### src/rtl/password_lock_pkg.sv
// password_lock_pkg: shared types and helpers for param_password_lock.
//   lock_state_t : main FSM state encoding (also exported on dbgState)
//   idxWidth     : width of a digit-position index for a password of N digits
package password_lock_pkg;

  typedef enum logic [2:0] {
    S_IDLE     = 3'd0,
    S_ENTER    = 3'd1,
    S_ERROR    = 3'd2,
    S_UNLOCKED = 3'd3,
    S_SET      = 3'd4,
    S_LOCKED   = 3'd5
  } lock_state_t;

  function automatic int unsigned idxWidth(input int unsigned passLen);
    return (passLen <= 2) ? 1 : $clog2(passLen);
  endfunction

endpackage

### src/rtl/password_store.sv
// password_store: PASS_LEN x DIGIT_W password register array.
//   CLK, RST   : clock, asynchronous active-high reset (store clears to all zeros)
//   commit     : load the whole of commitData in one cycle
//   commitData : new password, digit 0 in the most significant DIGIT_W bits
//   rdIdx      : digit position to read
//   rdDigit    : asynchronous read of the stored digit at rdIdx
module password_store
  import password_lock_pkg::*;
#(
  parameter int unsigned DIGIT_W  = 4,
  parameter int unsigned PASS_LEN = 4
) (
  input  logic                                CLK,
  input  logic                                RST,
  input  logic                                commit,
  input  logic [PASS_LEN*DIGIT_W-1:0]         commitData,
  input  logic [idxWidth(PASS_LEN)-1:0]       rdIdx,
  output logic [DIGIT_W-1:0]                  rdDigit
);

  localparam int unsigned IdxW = idxWidth(PASS_LEN);

  logic [DIGIT_W-1:0] storeQ [PASS_LEN];

  always_ff @(posedge CLK or posedge RST) begin
    if (RST) begin
      for (int i = 0; i < PASS_LEN; i++) storeQ[i] <= '0;
    end else if (commit) begin
      for (int i = 0; i < PASS_LEN; i++) begin
        storeQ[i] <= commitData[(PASS_LEN-1-i)*DIGIT_W +: DIGIT_W];
      end
    end
  end

  // Mux form keeps the read in range for non-power-of-two lengths.
  always_comb begin
    rdDigit = '0;
    for (int i = 0; i < PASS_LEN; i++) begin
      if (rdIdx == IdxW'(i)) rdDigit = storeQ[i];
    end
  end

endmodule

### src/rtl/param_password_lock.sv
// param_password_lock: parametrised serial password lock with lockdown and admin recovery.
//   CLK, RST      : clock, asynchronous active-high reset
//   setMode       : request password programming (honoured only while unlocked)
//   digitValid    : digit strobe, digit accepted this cycle
//   digit         : entered digit
//   unlockLight   : correct password entered
//   errorLight    : last entry failed
//   warningLight  : lockdown active
//   dbgState      : current main state encoding
//   dbgTries      : consecutive failure count
// Optional feature: define PASSWORD_LOCK_TIMEOUT_EN to enable the idle timeout.
module param_password_lock
  import password_lock_pkg::*;
#(
  parameter int unsigned                     DIGIT_W     = 4,
  parameter int unsigned                     PASS_LEN    = 4,
  parameter int unsigned                     MAX_TRIES   = 3,
  parameter logic [PASS_LEN*DIGIT_W-1:0]     ADMIN_CODE  = 16'h0129,
  parameter int unsigned                     TIMEOUT_CYC = 1000
) (
  input  logic                               CLK,
  input  logic                               RST,
  input  logic                               setMode,
  input  logic                               digitValid,
  input  logic [DIGIT_W-1:0]                 digit,
  output logic                               unlockLight,
  output logic                               errorLight,
  output logic                               warningLight,
  output logic [2:0]                         dbgState,
  output logic [$clog2(MAX_TRIES+1)-1:0]     dbgTries
);

  localparam int unsigned IdxW   = idxWidth(PASS_LEN);
  localparam int unsigned TriesW = $clog2(MAX_TRIES + 1);
  localparam int unsigned PassW  = PASS_LEN * DIGIT_W;
  localparam logic [IdxW-1:0]    LastIdx    = IdxW'(PASS_LEN - 1);
  localparam logic [TriesW-1:0]  MaxTries   = TriesW'(MAX_TRIES);
  localparam logic [DIGIT_W-1:0] AdminFirst = ADMIN_CODE[PassW-1 -: DIGIT_W];

  lock_state_t         stateQ;
  logic [IdxW-1:0]     idxQ;
  logic                mismatchQ;
  logic [TriesW-1:0]   triesQ;
  logic [PassW-1:0]    shadowQ;

  logic [DIGIT_W-1:0]  rdDigit;
  logic [DIGIT_W-1:0]  adminDigit;
  logic [PassW-1:0]    commitData;
  logic [TriesW-1:0]   triesInc;
  logic                lastDigit;
  logic                commit;
  logic                timeoutHit;

  always_comb begin
    lastDigit  = (idxQ == LastIdx);
    commitData = {shadowQ[PassW-DIGIT_W-1:0], digit};
    commit     = (stateQ == S_SET) && digitValid && setMode && lastDigit;
    triesInc   = (triesQ == MaxTries) ? triesQ : triesQ + TriesW'(1);
    adminDigit = '0;
    for (int i = 0; i < PASS_LEN; i++) begin
      if (idxQ == IdxW'(i)) adminDigit = ADMIN_CODE[(PASS_LEN-1-i)*DIGIT_W +: DIGIT_W];
    end
  end

  password_store #(
    .DIGIT_W  (DIGIT_W),
    .PASS_LEN (PASS_LEN)
  ) uStore (
    .CLK        (CLK),
    .RST        (RST),
    .commit     (commit),
    .commitData (commitData),
    .rdIdx      (idxQ),
    .rdDigit    (rdDigit)
  );

`ifdef PASSWORD_LOCK_TIMEOUT_EN
  localparam int unsigned        IdleW   = $clog2(TIMEOUT_CYC + 1);
  localparam logic [IdleW-1:0]   IdleMax = IdleW'(TIMEOUT_CYC);

  logic [IdleW-1:0] idleQ;
  lock_state_t      prevStateQ;

  // Restarts on any strobe or state change; held at zero in lockdown.
  always_ff @(posedge CLK or posedge RST) begin
    if (RST) begin
      idleQ      <= '0;
      prevStateQ <= S_IDLE;
    end else begin
      prevStateQ <= stateQ;
      if (digitValid || (stateQ != prevStateQ) || (stateQ == S_LOCKED)) begin
        idleQ <= '0;
      end else if (idleQ != IdleMax) begin
        idleQ <= idleQ + IdleW'(1);
      end
    end
  end

  assign timeoutHit = (idleQ == IdleMax) &&
                      ((stateQ == S_ENTER) || (stateQ == S_SET) || (stateQ == S_UNLOCKED));
`else
  assign timeoutHit = 1'b0;
`endif

  always_ff @(posedge CLK or posedge RST) begin
    if (RST) begin
      stateQ       <= S_IDLE;
      idxQ         <= '0;
      mismatchQ    <= 1'b0;
      triesQ       <= '0;
      shadowQ      <= '0;
      unlockLight  <= 1'b0;
      errorLight   <= 1'b0;
      warningLight <= 1'b0;
    end else begin
      unique case (stateQ)
        S_IDLE, S_ERROR, S_UNLOCKED: begin
          if ((stateQ == S_UNLOCKED) && setMode) begin
            stateQ <= S_SET;
            idxQ   <= '0;
          end else if (digitValid) begin
            mismatchQ   <= (digit != rdDigit);
            idxQ        <= IdxW'(1);
            stateQ      <= S_ENTER;
            unlockLight <= 1'b0;
            errorLight  <= 1'b0;
          end else if (timeoutHit) begin
            stateQ      <= S_IDLE;
            unlockLight <= 1'b0;
          end
        end
        S_ENTER: begin
          if (digitValid) begin
            if (lastDigit) begin
              // Verdict only after the full entry, so the error position stays hidden.
              idxQ      <= '0;
              mismatchQ <= 1'b0;
              if (!(mismatchQ || (digit != rdDigit))) begin
                stateQ      <= S_UNLOCKED;
                unlockLight <= 1'b1;
                triesQ      <= '0;
              end else begin
                triesQ <= triesInc;
                if (triesInc == MaxTries) begin
                  stateQ       <= S_LOCKED;
                  warningLight <= 1'b1;
                end else begin
                  stateQ     <= S_ERROR;
                  errorLight <= 1'b1;
                end
              end
            end else begin
              mismatchQ <= mismatchQ | (digit != rdDigit);
              idxQ      <= idxQ + IdxW'(1);
            end
          end else if (timeoutHit) begin
            stateQ    <= S_IDLE;
            idxQ      <= '0;
            mismatchQ <= 1'b0;
          end
        end
        S_SET: begin
          if (!setMode || (!digitValid && timeoutHit)) begin
            // Abort: shadow is simply never committed.
            stateQ      <= S_IDLE;
            idxQ        <= '0;
            unlockLight <= 1'b0;
          end else if (digitValid) begin
            shadowQ <= commitData;
            if (lastDigit) begin
              stateQ      <= S_IDLE;
              idxQ        <= '0;
              unlockLight <= 1'b0;
            end else begin
              idxQ <= idxQ + IdxW'(1);
            end
          end
        end
        S_LOCKED: begin
          if (digitValid) begin
            if (digit == adminDigit) begin
              if (lastDigit) begin
                stateQ       <= S_IDLE;
                idxQ         <= '0;
                triesQ       <= '0;
                warningLight <= 1'b0;
              end else begin
                idxQ <= idxQ + IdxW'(1);
              end
            end else begin
              // Restart: the breaking digit may itself begin a new admin attempt.
              idxQ <= (digit == AdminFirst) ? IdxW'(1) : '0;
            end
          end
        end
        default: stateQ <= S_IDLE;
      endcase
    end
  end

  assign dbgState = stateQ;
  assign dbgTries = triesQ;

endmodule

### config.mk
export PLATFORM = sky130hd
export DESIGN_NAME = param_password_lock
export DESIGN_NICKNAME = d
export VERILOG_FILES = /design/src/rtl/password_lock_pkg.sv /design/src/rtl/password_store.sv /design/src/rtl/param_password_lock.sv
export SDC_FILE = /design/constraint.sdc
export NUM_CORES = 1
export LEC_CHECK = 0
export CAP_MARGIN = 20
export CORE_MARGIN = 5
export CORE_UTILIZATION = 52
export DETAILED_ROUTE_END_ITERATION = 10
export PLACE_DENSITY = 0.72
export SETUP_SLACK_MARGIN = 0.4
export SYNTH_ARGS = -nofsm -noshare
export SYNTH_HDL_FRONTEND = slang
export SYNTH_SLANG_ARGS = --single-unit
### constraint.sdc
create_clock -name CLK -period 2.1 [get_ports CLK]
set_clock_uncertainty 0.2 [all_clocks]
set_input_delay 0.42 -clock CLK [delete_from_list [all_inputs] [get_ports CLK]]
set_output_delay 0.42 -clock CLK [all_outputs]
set_load 0.03 [all_outputs]
-- Word-level counts from Yosys, hierarchy flattened
Cells that the tools add are included.
- add/sub/neg operators: 2
- equality and inequality tests: 26
- muxes and demuxes: 62
- bitwise operators: 1
- reduce and logical (&&, ||, !) cells: 21
- operator list (operator ; count):
    3-bit 2-to-1 mux ; 11
    2-bit 2-to-1 mux ; 15
    1-bit 2-to-1 mux ; 24
    2-bit inequality test (second input constant) ; 11
    4-bit 2-to-1 mux ; 5
    8-bit AND reduction ; 2
    3-bit case mux with 4 select lines ; 1
    6-bit AND reduction ; 2
    3-bit inequality test (second input constant) ; 3
    2-bit equality test (second input constant) ; 4
    2-bit case mux with 4 select lines ; 1
    7-bit AND reduction ; 1
    3-bit by 2-bit equality test with 1-bit output (second input constant) ; 2
    3-bit equality test (second input constant) ; 2
    1-bit case mux with 2 select lines ; 3
    3-bit AND reduction ; 2
    2-bit by 1-bit adder with 2-bit output (second input constant) ; 2
    4-bit equality test ; 1
    1-bit logical AND ; 4
    4-bit zero test ; 1
    4-bit inequality test ; 1
    2-bit case mux with 2 select lines ; 1
    4-bit AND reduction ; 1
    2-bit nonzero test ; 2
    10 further kinds ; 10
- register bits after elaboration: 39
- word-level logic and storage cells: 124

-- Logic depth before layout (Yosys ltp)
- word-level depth: 11
- mapped depth: 9
- mapped depth without buffers: 8

-- Modules after synthesis
From an unflattened synthesis, not the netlist that was laid out.
- cells, all modules: 184
- area, all modules: 2135.8 sq um
- modules (own cells, without submodules) (module ; instances ; cells an instance ; area each (sq um)):
    param_password_lock ; 1 ; 145 ; 1423.9
    password_store ; 1 ; 39 ; 711.9

-- Worst setup path before layout
OpenSTA, ideal clock, no wires.
- path type: reg-to-reg
- start: register idxQ[0]
- end: register idxQ[0]
- library setup time: 92 ps
- data arrival time: 1992 ps
- data required time: 1808 ps
- path slack: -183 ps
- stages on the path, launching flop included: 10
- period minus slack after synthesis: 2283 ps
- path through: dfrtp_1 -> inv_1 -> ha_1 -> buf_6 -> xor2_1 -> nor4_4 -> nor3b_2 -> o21ai_1 -> and4b_1 -> o31ai_2
- word-level cells in the longest chain between the ends: 8
- elaborated cells between the ends (all ways): 14
- ends and longest elaborated chain (item ; line ; text):
    from (decl) ; param_password_lock.sv:41 ; logic [IdxW-1:0] idxQ;
    from (signal assigned) ; param_password_lock.sv:123 ; idxQ <= IdxW'(1);
    from (signal assigned) ; param_password_lock.sv:154 ; idxQ <= idxQ + IdxW'(1);
    from (signal assigned) ; param_password_lock.sv:175 ; idxQ <= idxQ + IdxW'(1);
    2-bit by 1-bit equality test with 1-bit output ; param_password_lock.sv:61 ; if (idxQ == IdxW'(i)) adminDigit = ADMIN_CODE[(PASS_LEN-1-i)*DIGIT_W +: DIGIT_W];
    1-bit 2-to-1 mux ; param_password_lock.sv:61 ;
    2-bit 2-to-1 mux ; param_password_lock.sv:61 ;
    4-bit 2-to-1 mux ; param_password_lock.sv:61 ;
    4-bit equality test ; param_password_lock.sv:181 ; if (digit == adminDigit) begin
    2-bit 2-to-1 mux ; param_password_lock.sv:181 ;
    2-bit 2-to-1 mux ; param_password_lock.sv:180 ; if (digitValid) begin
    2-bit case mux with 4 select lines * ; param_password_lock.sv:116 ; unique case (stateQ)
Mark *: on every way between the ends. The rest lies on a longest branch, timed or not. The select of a mux whose other input is x is not followed.
A chain may end at the register's enable or synchronous reset.

-- Worst setup path in the final report
- start: register idxQ[0]
- end: register stateQ[2], in the netlist dbgState[2]
- word-level cells in the longest chain between the ends: 11
- elaborated cells between the ends (all ways): 26
- ends and longest elaborated chain (item ; line ; text):
    2-bit zero test ; password_store.sv:39 ; if (rdIdx == IdxW'(i)) rdDigit = storeQ[i];
    4-bit 2-to-1 mux (4 in a row) ; password_store.sv:39 ;
    4-bit inequality test ; param_password_lock.sv:138 ; if (!(mismatchQ || (digit != rdDigit))) begin
    1-bit logical OR ; param_password_lock.sv:138 ;
    3-bit 2-to-1 mux ; param_password_lock.sv:138 ;
    3-bit 2-to-1 mux ; param_password_lock.sv:134 ; if (lastDigit) begin
    3-bit 2-to-1 mux ; param_password_lock.sv:133 ; if (digitValid) begin
    3-bit case mux with 4 select lines ; param_password_lock.sv:116 ;
    to (signal assigned) ; param_password_lock.sv:119 ; stateQ <= S_SET;
    to (signal assigned) ; param_password_lock.sv:139 ; stateQ <= S_UNLOCKED;
    to (signal assigned) ; param_password_lock.sv:145 ; stateQ <= S_LOCKED;
    to (decl) ; param_password_lock.sv:40 ; lock_state_t stateQ;
Parallel ways exist; a longest one is shown, timed or not. The select of a mux whose other input is x is not followed.

==> results.md <==
- Status: complete, but fails checks
- Violations in the final reports: negative setup slack
- Combinational fraction of design power: 47.6%
- R2r setup slk: -280 ps
- Worst hold path class: register to register
- Post-DP Area: 2590 µm²
- Reg-to-reg critical path startpoint: idxQ[0]$_DFFE_PP0P_
- Ranking of synthesized cells by area: dfrtp_1 (44%), mux2_2 (14%), clkbuf_8 (2.5%), inv_1 (2.4%), ha_1 (2.3%)
- Synth Area in Simple Gates: 14.1%
- Initial antenna violation count: 0
- WP buf/inv: 1
- TritonCTS clock tree: yes
- Worst-Skew Late Latency: 300 ps
- Critical-path cell with the highest stage delay: dfrtp_2
- Setup crit start: idxQ[0]$_DFFE_PP0P_
- Final hold vios: 0
- Flop pwr share: 34.9%
- Max-slew violations: 0
- YS warnings: 0
- Asr flop ratio synth: 100%
- Min Hold Slack: 299 ps
- PwrDens: 1300 nW/µm²
- Post-Syn Nets: 211
- Sw Share: 37.1%
- Htree depth: 2
- Critical path peak fanout: 8
- Clock power share: 17.5%
- Synth Area in Adders: 2.26%
- Worst slew pin tran: 497 ps
- DRC violations left: 0
- DR iter-0 viols: 170
- Via count: 1745
- Global-route wire length before repair: 9.29 mm
- Reg-to-reg endpoint: dbgState[2]$_DFFE_PP0P_
- CTS Sinks: 39
- Commonest cells after routing, fill and taps aside: dfrtp_1 (35), mux2_4 (28), buf_4 (24), inv_1 (10), nor2_1 (9)
- Commonest non-fill, non-tap cell in the layout: dfrtp_1
- Number of cells on the critical path: 8
- Worst setup path endpoint: dbgState[2]$_DFFE_PP0P_
- DRT Pass-1 Iters: 4
- Initial Utilization: 54.6%
- WL per Instance: 18.4 µm
- Largest family of logic cells by synthesized area: multiplexers
- Cell depth of the worst flop-to-flop path: 8
- CP arrival: 2350 ps
- PnR worst setup slack: -280 ps
- Mux share of post-synthesis cell area: 15.1%
- XOR/XNOR Fraction of Synth Area: 2.77%
- Synth Area in Compound Gates: 14.4%
- HPWL Detailed: 3.48 mm
- Post-Route WL: 5.33 mm
- Final net count: 251
- Final setup violation count: 10
- Routability cong.: 0.958
- Fin area: 2900 µm²
- Post-synth cell types: 52
- # diodes: 0
- Max incr delay on CP: 480 ps
- Cell Chain, Critical Path: ha_4, nand3b_1, a221oi_2, xnor2_1, nand4_2, buf_4, o21ai_2, o211ai_1
- CP endpoint kind: register
- Worst-path clk slew: 80 ps
- Rows: 23
- Die height: 75.3 µm
- Flops & latches, synth: 39
- WP data required: 2070 ps
- Mapped Area: 2210 µm²
- Core ar.: 4060 µm²
- Internal power: 2370 µW
- Post-synthesis sequential area ratio: 44.1%
- Area share of the leading cell type in the synthesized netlist: 44.1%
- Most common flop cell mapped by yosys: dfrtp_1
- Clk buf depth: 2
- Average size of a mapped cell: 11.1 µm²
- Largest net degree at the start of global routing: 40
- Number of port buffers: 15
- Full die area: 5660 µm²
- Leak Pwr: 0.00134 µW
- Final Cycle Share: 113%
- Final Util: 71.5%
- Vias per inst: 6.02
- Setup CP Type: register to register
- Synth area leader: dfrtp_1
- Hold-fix buffers, CTS: 0
- CTS Root Cell: clkbuf_8
- Max Cap Viol: 0
- Area grow syn2layout: 31.0%
- CTS Buf Count: 5
- Startpoint Class: register
- Vias in the first global route: 1842
- RSZ-0062 raised after global routing: true
- GRT overflow: 0
- Crit path max-delay family: compound AO/OA/AOI/OAI gates
- DRT antenna net count: 0
- VDD IR max: 0.000940 V
- Post-synth EDFFs: 0
- Io pins: 16
- Fmax: 420 MHz
- Die width: 75.3 µm
- Global-route usage over all layers: 22.0%
- Rel. slew slack: 66.9%
- Tmin final: 2380 ps
- Synthesized instance count: 199
- Net Switching: 1390 µW
- Share of layout cells above drive strength 1: 43.3%
repair_timing:
item                                    4_1_cts  5_1_grt
cloned                                        0        0
gates resized for setup                      71       10
endpoints found under the setup margin       47       44
pin swaps                                     6        4
buffers inserted                              5        1
metrics by stage:
step | power, µW | std cells | worst slack (ps) | TNS [ps]
after floorplan | 2340 | 199 | -62.0 | -181
after global placement | 2700 | 276 | -294 | -4830
after detailed placement | 2780 | 276 | -375 | -5940
after CTS | 3740 | 289 | -282 | -2440
after global routing | 4010 | 290 | -405 | -3440
final | 3760 | 290 | -280 | -2310
area by class of cell:
type	instances	area (µm²)
Clock inverter	2	35.0
Timing Repair Buffer	44	384
Sequential cell	39	981
Fill cell	259	1160
Tap cell	50	62.6
Clock buffer	6	82.6
Multi-Input combinational cell	135	1300
Inverter	14	55.1
Yosys cell counts (2+ instances only):
cell / n
nor3_1: 4
a211oi_1: 4
a31oi_1: 3
o211ai_1: 3
xor2_1: 3
nand3_1: 2
nand3b_1: 5
ha_1: 4
mux2i_1: 2
o21ai_0: 9
o21ai_1: 3
a221oi_1: 4
buf_6: 3
mux2_2: 28
xnor2_1: 4
nor3b_1: 6
nand2b_1: 2
nand2_1: 7
dfrtp_1: 39
a21oi_1: 6
clkbuf_8: 4
nor2_1: 10
inv_1: 14
o22ai_1: 2
kinds of logic after synthesis:
family / count (synthesis)
AOI/OAI and AO/OA: 45
xor gates and xnor gates: 7
adders and majority gates: 4
buffers and inverters: 25
DFF: 39
muxes: 30
and+or+nand+nor: 49
state kept, by name, summed over array words and instances (netlist names):
name           flops
warningLight       1
dbgTries           2
unlockLight        1
uStore.storeQ     16
errorLight         1
idxQ               2
mismatchQ          1
shadowQ           12
dbgState           3
worst min-delay path by stage:
| stage | start | cells past startpoint | slack (ps) | to |
|---|---|---|---|---|
| after CTS | unlockLight$_DFFE_PP0P_ | 1 | 300 | unlockLight$_DFFE_PP0P_ |
| final | unlockLight$_DFFE_PP0P_ | 1 | 300 | unlockLight$_DFFE_PP0P_ |
| after floorplan | shadowQ[8]$_DFFE_PP0P_ | 1 | 270 | uStore.storeQ[12]$_DFFE_PP0P_ |
| after detailed placement | unlockLight$_DFFE_PP0P_ | 1 | 280 | unlockLight$_DFFE_PP0P_ |
| after global routing | uStore.storeQ[1]$_DFFE_PP0P_ | 1 | 320 | uStore.storeQ[1]$_DFFE_PP0P_ |
| after global placement | shadowQ[11]$_DFFE_PP0P_ | 1 | 280 | uStore.storeQ[15]$_DFFE_PP0P_ |
metal layers:
layer | vias to the layer above | track usage, % | wire length (µm)
li1 | 801 | - | -
met1 | 899 | 27.4 | 2270
met2 | 37 | 37.4 | 2770
met3 | 8 | 5.07 | 209
met4 | 0 | 7.96 | 78
met5 | - | 0 | 0
power groups by stage:
stage | Sequential (µW) | Clock, µW | Combinational (µW)
2_1_floorplan | 1320 | 0 | 1030
3_3_place_gp | 1270 | 0 | 1430
3_5_place_dp | 1300 | 0 | 1480
5_1_grt | 1360 | 703 | 1950
4_1_cts | 1300 | 673 | 1770
6_report | 1310 | 658 | 1790
worst reg2reg max path, cell delays in order (launching register included):
cell and delay, ps:
dfrtp_2 480, ha_4 220, nand3b_1 190, a221oi_2 270, xnor2_1 200, nand4_2 230, buf_4 200, o21ai_2 160
o211ai_1 100
No activity file was read; power rests on OpenSTA's default activity.
==> RTL change, RTL diff (config.mk and constraints unchanged) <==
The option `PASSWORD_LOCK_TIMEOUT_EN` is turned on by a define.
--- a/src/rtl/param_password_lock.sv
+++ b/src/rtl/param_password_lock.sv
@@ -11,2 +11,4 @@
 // Optional feature: define PASSWORD_LOCK_TIMEOUT_EN to enable the idle timeout.
+`define PASSWORD_LOCK_TIMEOUT_EN
+
 module param_password_lock
Formal check against the unedited RTL: no difference found for any inputs over 10 cycles, from zero or initial values and one cycle with RST high; that may be too few to reach the edited logic, so the function may still have changed.
==> RTL change against the original RTL <==
  * The flow still finishes with violations (setup timing)
  * Clock power down 7.3%
  * Hold slack worse by 0.026 ns
  * Sequential share of layout area down 2.1 points
  * Count of clock-buffer cells in the layout unchanged
  * Area after synthesis up 27%
  * Synthesized cell count up 36%
  * Final cell count up 42%
  * Worst setup slack worse by 0.094 ns
  * Sequential cell count up 13
  * Total power up 40%
  * First-iteration DRC count up 21%
  * Routed wire length up 40%
  * Final area up 42%
  * Critical endpoint is now dbgState[0]$_DFFE_PP0P_
==> RTL change: results (changes against the original RTL) <==
Worst setup path
  – Crit-path slowest cell: sky130_fd_sc_hd__dfrtp_1 (was sky130_fd_sc_hd__dfrtp_2)
  – Critical-path maximum fanout: 9 (was 8)
  – Biggest cell delay along the critical path: 0.44 ns (was 0.48 ns)
  – Crit path DAT: 2.45 ns (was 2.35 ns)

Detailed routing
  – Routed wirelength normalized by instance count: 18.1 um (was 18.4 um)
  – Routed vias: 2425 (was 1745)
  – DRT iter0 DRCs: 206 (was 170)
  – Routed length on met2: 3750 um (was 2770 um)
  – Routed Wire Length: 7470 um (was 5330 um)
  – Number of iterations in the first detailed-routing pass: 5 (was 4)
  – Met3 wirelength from detailed routing: 355 um (was 209 um)

Outcome
  – Violations in the final reports: setup timing (unchanged)
  – Status: finished with violations (unchanged)

Power
  – IR drop worst, VDD: 0.712 mV (was 0.940 mV)
  – Clock network power consumption: 0.000610 W (was 0.000658 W)
  – Power Combinational: 0.00308 W (was 0.00179 W)
  – Static leakage power: 1.85 nW (was 1.34 nW)
  – Switching part of the total: 39.7% (was 37.1%)
  – Part of the total power dissipated in the clock network: 11.6% (was 17.5%)

Global routing
  – Global Route met2 Usage: 34.6% (was 37.4%)
  – Pin count of the biggest net entering global routing: 23 (was 40)
  – Met1 routing resource usage after global routing: 28.7% (was 27.4%)
  – Total track usage: 20.7% (was 22.0%)
  – Global Route met3 Usage: 3.26% (was 5.07%)
  – First-pass GRT wire length: 11900 um (was 9290 um)
  – Via count of the first global-routing pass: 2444 (was 1842)

Finish
  – Final nets: 355 (was 251)
  – Fraction of layout cells with a size suffix above 1: 47.1% (was 43.3%)

Yosys
  – Portion of the post-synthesis area used by sequential elements: 46.2% (was 44.1%)
  – Top area cells in the synthesized netlist: sky130_fd_sc_hd__dfrtp_1, sky130_fd_sc_hd__mux2_2, sky130_fd_sc_hd__xnor2_1 (was sky130_fd_sc_hd__dfrtp_1, sky130_fd_sc_hd__mux2_2, sky130_fd_sc_hd__clkbuf_8)
  – Net count after synthesis: 285 (was 211)
  – Leading cell types by count after synthesis: sky130_fd_sc_hd__dfrtp_1, sky130_fd_sc_hd__mux2_2, sky130_fd_sc_hd__nor2_1 (was sky130_fd_sc_hd__dfrtp_1, sky130_fd_sc_hd__mux2_2, sky130_fd_sc_hd__inv_1)
  – Post-Syn Instances: 271 (was 199)

STA
  – Max-slew headroom at the worst pin: 69.6% (was 66.9%)
  – Count of endpoints failing setup in the final report: 11 (was 10)
  – Worst setup margin: -0.374 ns (was -0.280 ns)

Hold path
  – Kind of path behind the tightest hold check: in -> async (was reg -> reg)

Place
  – Global placer's final weighted congestion: 0.917 (was 0.958)
  – Pre-CTS setup slack: -0.558 ns (was -0.375 ns)
  – Placed instance area: 3590 um^2 (was 2590 um^2)
  – Cell Count Post-Placement: 394 (was 276)
  – Placed wire-length estimate after detailed placement: 4680 um (was 3480 um)

CTS
  – CTS HTree Levels: 2 (unchanged)
  – Insertion delay to the later sink of the worst-skew pair: 0.31 ns
  – Clock slew seen by the registers of the worst setup and hold paths: 0.11 ns (was 0.08 ns)
RTL change: layout make-up:
type / count / area (um^2)
Clock buffer: 6 / 82.6
Clock inverter: 2 / 13.8
Fill cell: 283 / 1050
Inverter: 16 / 76.3
Multi-Input combinational cell: 191 / 1800
Sequential cell: 52 / 1310
Tap cell: 70 / 87.6
Timing Repair Buffer: 75 / 751
RTL change: logic make-up (layout without fill, tap and decap cells):
kind of cell    count (synthesis)  count (layout)  share of synthesized area (%)
simple gates                   77              77                           15.0
compound gates                 59              59                           14.1
flops                          52              52                           46.2
mux                            32              32                           12.7
buf+inv                        28              99                           4.09
xor+xnor                       17              17                           5.28
fa+ha+maj                       6               6                           2.66
RTL change: final timing paths:
kind	from	to	slack (ns)	cells past startpoint
worst min-delay path	RST	prevStateQ[1]$_DFF_PP0_	0.27	2
worst max register to register	idxQ[1]$_DFFE_PP0P_	dbgState[0]$_DFFE_PP0P_	-0.37	7
max in group asynchronous	RST	idxQ[0]$_DFFE_PP0P_	0.99	3
worst min register to register	unlockLight$_DFFE_PP0P_	unlockLight$_DFFE_PP0P_	0.30	1
min in group CLK	unlockLight$_DFFE_PP0P_	unlockLight$_DFFE_PP0P_	0.30	1
worst max-delay path	idxQ[1]$_DFFE_PP0P_	dbgState[0]$_DFFE_PP0P_	-0.37	7
RTL change: what timing repair did:
item / in CTS / in global routing
gates resized for setup: 83 / 39
pin swaps: 6 / 6
setup buffers: 7 / 1
setup endpoints to repair: 56 / 54
cloned: 2 / 0
RTL change: worst register-to-register path: cells and delay by family (launching register included):
family	cells	cell delay (ns)
compound gates	3	0.74
xor+xnor	1	0.18
fa+ha+maj	1	0.19
buf+inv	1	0.17
flops	1	0.44
simple gates	1	0.44
